===== src/rtl/insn_fetch.sv =====
// rtl/insn_fetch.sv - instruction fetch unit: PC, IR, imem req/ack handshake, IR field decode
//
// Ports:
//   CLK, RST_F            clock, asynchronous active-low reset
//   PC_RST                synchronous PC/IR/HALTED clear (PROTO_ERR kept)
//   PC_WRITE, PC_SEL,     PC command strobe; PC_SEL 0 = fetch, 1 = branch;
//   BR_SEL                BR_SEL 0 = relative, 1 = absolute
//   IM_REQ, IM_ADDR       instruction memory read request / word address
//   IM_RDATA, IM_ACK      read data and single-cycle acknowledge
//   OPCODE, MM, RD, RS,   decoded fields of IR
//   IMM
//   PC                    program counter
//   IR_VALID              IR holds a freshly fetched instruction
//   FETCH_BUSY            read in flight
//   HALTED                IR opcode is HLT; fetch frozen
//   PROTO_ERR             sticky: command received while busy or halted
module insn_fetch #(
  parameter int PC_W   = 16,
  parameter int INSN_W = 32
) (
  input  logic              CLK,
  input  logic              RST_F,
  input  logic              PC_RST,
  input  logic              PC_WRITE,
  input  logic              PC_SEL,
  input  logic              BR_SEL,
  output logic              IM_REQ,
  output logic [PC_W-1:0]   IM_ADDR,
  input  logic [INSN_W-1:0] IM_RDATA,
  input  logic              IM_ACK,
  output logic [3:0]        OPCODE,
  output logic [3:0]        MM,
  output logic [3:0]        RD,
  output logic [3:0]        RS,
  output logic [15:0]       IMM,
  output logic [PC_W-1:0]   PC,
  output logic              IR_VALID,
  output logic              FETCH_BUSY,
  output logic              HALTED,
  output logic              PROTO_ERR
);

  localparam logic [3:0] OP_HLT = 4'hF;

  typedef enum logic [0:0] {IDLE, REQ} state_t;

  state_t              state, state_n;
  logic [PC_W-1:0]     pc, pc_n;
  logic [INSN_W-1:0]   ir, ir_n;
  logic                ir_valid, ir_valid_n;
  logic                halted, halted_n;
  logic                proto_err, proto_err_n;

  // IMM sign-extended (or truncated) to PC width for relative branches,
  // zero-extended (or truncated) for absolute ones.
  logic [PC_W-1:0]     br_rel_off;
  logic [PC_W-1:0]     br_abs_tgt;

  assign br_rel_off = PC_W'($signed(ir[15:0]));
  assign br_abs_tgt = PC_W'(ir[15:0]);

  always_ff @(posedge CLK or negedge RST_F) begin
    if (!RST_F) begin
      state     <= IDLE;
      pc        <= '0;
      ir        <= '0;
      ir_valid  <= 1'b0;
      halted    <= 1'b0;
      proto_err <= 1'b0;
    end else begin
      state     <= state_n;
      pc        <= pc_n;
      ir        <= ir_n;
      ir_valid  <= ir_valid_n;
      halted    <= halted_n;
      proto_err <= proto_err_n;
    end
  end

  always_comb begin
    state_n     = state;
    pc_n        = pc;
    ir_n        = ir;
    ir_valid_n  = ir_valid;
    halted_n    = halted;
    proto_err_n = proto_err;

    if (PC_RST) begin
      // Abandons any outstanding read; its late ack lands in IDLE and is ignored.
      state_n    = IDLE;
      pc_n       = '0;
      ir_n       = '0;
      ir_valid_n = 1'b0;
      halted_n   = 1'b0;
    end else begin
      if (PC_WRITE) begin
        if (state == REQ || halted) begin
          proto_err_n = 1'b1;
        end else if (!PC_SEL) begin
          state_n    = REQ;
          ir_valid_n = 1'b0;
        end else begin
          pc_n       = BR_SEL ? br_abs_tgt : pc + br_rel_off;
          ir_valid_n = 1'b0;
        end
      end
      // A rejected command must not swallow the ack, otherwise the read would
      // never complete. An ack on the edge that raises IM_REQ is seen in IDLE
      // and therefore ignored.
      if (state == REQ && IM_ACK) begin
        state_n    = IDLE;
        ir_n       = IM_RDATA;
        pc_n       = pc + PC_W'(1);
        ir_valid_n = 1'b1;
        if (IM_RDATA[INSN_W-1 -: 4] == OP_HLT) halted_n = 1'b1;
      end
    end
  end

  // PC only moves on ack, so it is stable for the whole request.
  assign IM_REQ     = (state == REQ);
  assign IM_ADDR    = pc;
  assign FETCH_BUSY = (state == REQ);
  assign PC         = pc;
  assign IR_VALID   = ir_valid;
  assign HALTED     = halted;
  assign PROTO_ERR  = proto_err;

  assign OPCODE = ir[31:28];
  assign MM     = ir[27:24];
  assign RD     = ir[23:20];
  assign RS     = ir[19:16];
  assign IMM    = ir[15:0];

endmodule


===== config.mk =====
export PLATFORM = sky130hd
export DESIGN_NAME = insn_fetch
export DESIGN_NICKNAME = d
export VERILOG_FILES = /design/src/rtl/insn_fetch.sv
export SDC_FILE = /design/constraint.sdc
export NUM_CORES = 1
export LEC_CHECK = 0
export ABC_AREA = 1
export ABC_CLOCK_PERIOD_IN_PS = 2300
export CORE_AREA = 8 8 97 99
export CTS_BUF_LIST = sky130_fd_sc_hd__clkbuf_4 sky130_fd_sc_hd__clkbuf_8
export DETAILED_ROUTE_END_ITERATION = 10
export DIE_AREA = 0 0 105 107
export GPL_TIMING_DRIVEN = 0
export HOLD_SLACK_MARGIN = 0.08
export PLACE_DENSITY_LB_ADDON = 0.05
export SLEW_MARGIN = 15
export SYNTH_ARGS = -nofsm -noshare
export SYNTH_HDL_FRONTEND = slang
export SYNTH_SLANG_ARGS = --single-unit

===== constraint.sdc =====
create_clock -name CLK -period 2.3 [get_ports CLK]
set_input_delay 0.345 -clock CLK [delete_from_list [all_inputs] [get_ports CLK]]
set_output_delay 0.345 -clock CLK [all_outputs]
set_load 0.02 [all_outputs]

==> results.yml <==
yosys:
  synth_fp_nets: 624
  ys_ff_latch: 52
  synth_area_leaders: "dfrtp_1 (34%), nand2_1 (18%), inv_1 (8.9%)"
  ys_warn_count: 0
  synth_top_area_frac: 0.341
  synth.distinct_cells: 38
  yosysTopAreaCell: "dfrtp_1"
  postSynthCellCount: 568
  avgSynthCellArea_um2: 6.71
  synthesis.area_um2: 3810
  yosysSeqAreaShare: 0.341
pwr:
  p_per_area_nw_per_um2: 457
  internal-power_mw: 1.60
  power_frac_clock: 0.277
  switching_share: 0.318
  p_leak_nw: 2.59
  combPwrFrac: 0.282
  switchingPower_mw: 0.744
  peakVddDrop_mv: 0.368
  p_seq_frac: 0.441
global_route:
  grtUsageMet2: 0.354
  grt.met3_usage: 0.0624
  met1_usage: 0.248
  grt-ovfl-total: 0
  antenna_found_initial: 0
  grt_usage: 0.208
  grt_max_degree: 53
  grt_first_pass_wirelength_mm: 19.4
  first_global_vias: 4066
  grt_busiest_layer: "met2"
critical_path:
  max_stage_delay_ns: 0.45
  r2r-end: "IM_ADDR[12]"
  start_kind: "register"
  crit_buf_inv: 2
  end_kind: "register"
  arrival_ns: 2.26
  cp_common_cell: "nand3_1"
  rr_worst_depth: 13
  r2r_slack_ns: 0.25
  startpoint: "IM_ADDR[0]"
  crit_slowest_cell: "dfrtp_2"
  r2r_start: "IM_ADDR[0]"
  critPathRequiredTime_ns: 2.51
  critPathMaxFanout: 7
  path_class: "register to register"
  crit_family: "simple AND/OR/NAND/NOR gates"
  crit_chain: "ha_1 -> inv_1 -> fa_1 -> inv_1 -> nand3_1 -> nand3_1 -> nand3_1 -> nand3_1 -> nand2_1 -> nand3_1 -> nand2_1 -> nand2_1 -> nand2_1"
timing:
  setup_viol: 0
  drv_slew: 0
  fin_skew_ns: 0.00710
  fin_tns_setup_ns: 0
  rsz0062_at_grt: "no"
  relSlewSlack: 0.551
  timing.final.crit_share: 0.892
  worst_pin_slew_ns: 0.674
  max_freq_ghz: 0.488
  fin_crit_ns: 2.05
  final_hold_viol_count: 0
  fin_hold_ws_ns: 0.481
route:
  viasPerCell: 5.12
  drc: 0
  first_pass_iters: 4
  wirelength_mm: 11.5
  drt_iter0_drc: 215
  antenna_left: 0
  wl_per_cell_um: 14.6
  vias: 4037
floorplanning:
  initial_core_util: 0.481
  boundaryPins: 108
  core-area_um2: 7930
  num_rows: 33
  die_width_um: 105
  dieArea_um2: 11200
  die_h_um: 107
min_path:
  hold_end: "ir[26]"
  min_from: "ir[26]"
  hold_path_depth: 2
  hold_path.class: "register to register"
cts:
  cts_tree: "yes"
  clk_pin_slew_ns: 0.10
  cts_setup_buffers: 0
  cts_buffers: 5
  clock_path_buffers: 2
  clkSinkCount: 52
  insertion_delay_ns: 0.31
  cts-root-buf: "clkbuf_8"
  htree_levels: 2
layout:
  final_nets: 738
  area_delta_synth_final_pct: 34.4
  design_area_um2: 5120
  diodes: 0
  mostFrequentLayoutCells: "nand2_1 (186), clkdlybuf4s50_1 (105), inv_1 (90)"
  fin_util: 0.646
  layout_commonest_cell: "nand2_1"
  post_route_cells_drive_above_1_share: 0.0732
place:
  gp_congestion: 0.902
  portBuffers: 106
  dp_hpwl_mm: 9.13
  placed_area_um2: 5000
job:
  cap_violations: 0
outcome:
  outcome: "completed"
## metal layers
metal | up-vias | wire (um)
met1 | 1885 | 4890
met2 | 136 | 5520
li1 | 1999 | -
met3 | 17 | 955
met4 | 0 | 159
met5 | - | 0
## worst register-to-register path: stages, from the launching register on
cell	delay [ns]
dfrtp_2	0.45
ha_1	0.20
inv_1	0.06
fa_1	0.38
inv_1	0.15
nand3_1	0.09
nand3_1	0.15
nand3_1	0.12
nand3_1	0.09
nand2_1	0.05
nand3_1	0.07
nand2_1	0.05
nand2_1	0.05
nand2_1	0.04
## power groups by stage
stage | clock network, mW | logic [mW] | registers [mW]
4_1_cts | 0.656 | 0.665 | 1.03
2_1_floorplan | 0 | 0.305 | 1.09
3_3_place_gp | 0 | 0.653 | 1.05
6_report | 0.648 | 0.661 | 1.03
3_5_place_dp | 0 | 0.661 | 1.05
5_1_grt | 0.686 | 0.725 | 1.04
## cells in the mapped netlist (all sizes together)
cell       n
inv       93
nand2    190
xor2       8
ha        16
o22ai      2
clkbuf     6
o221ai     1
a22oi      1
nor4       1
nor2      27
o211ai     1
nand3b     4
or2        3
xnor2      1
nand4      5
buf       26
dfrtp     52
o2111ai    1
o21ai     42
o32ai      1
a31o       1
fa         1
nor3       6
nand3     63
a21oi     16
## metrics by stage
step           std cells  setup WS [ns]  power (mW)
6_report             788          0.249        2.34
5_1_grt              788         0.0572        2.45
4_1_cts              788          0.174        2.35
3_5_place_dp         779          0.201        1.71
3_3_place_gp         779         -0.743        1.70
2_1_floorplan        568          0.386        1.39
## worst max path at each step
stage	end	slack, ns	depth (start not counted)
after global routing	IM_ADDR[12]	0.06	13
after CTS	IM_ADDR[12]	0.17	13
after global placement	ir[12]	-0.74	1
after detailed placement	IM_ADDR[12]	0.20	13
after floorplan	IM_ADDR[12]	0.39	13
final	IM_ADDR[12]	0.25	13
## layout make-up
type / instances / area [um^2]
fillers: 760 / 2800
flip-flops and latches: 52 / 1300
inverters: 93 / 349
clock inverters: 2 / 35.0
plain buffers: 32 / 196
well taps: 105 / 131
clock buffers: 6 / 76.3
repair buffers: 107 / 1070
multi-input cells: 391 / 1970
## sequential cells by signal, indices dropped and copies added (netlist names)
| register | count |
|---|---|
| ir | 32 |
| FETCH_BUSY | 1 |
| IM_ADDR | 16 |
| IR_VALID | 1 |
| HALTED | 1 |
| PROTO_ERR | 1 |
## cells by family (layout without fill, tap and decap cells)
family,after synthesis,in the layout,synth area share
AND/OR/NAND/NOR,299,299,0.344
buffers and inverters,125,240,0.143
AO/OA/AOI/OAI,66,66,0.0935
flip-flops,52,52,0.341
adder cells (fa/ha/maj),17,17,0.0578
XOR/XNOR,9,9,0.0207
## repair_timing
item                       in CTS  in global routing
hold endpoints to repair        1                  0
gates resized for setup         0                  1
setup endpoints to repair       0                  2
hold buffers                    1                  0
Note: power is estimated with default switching activity, not from simulation.
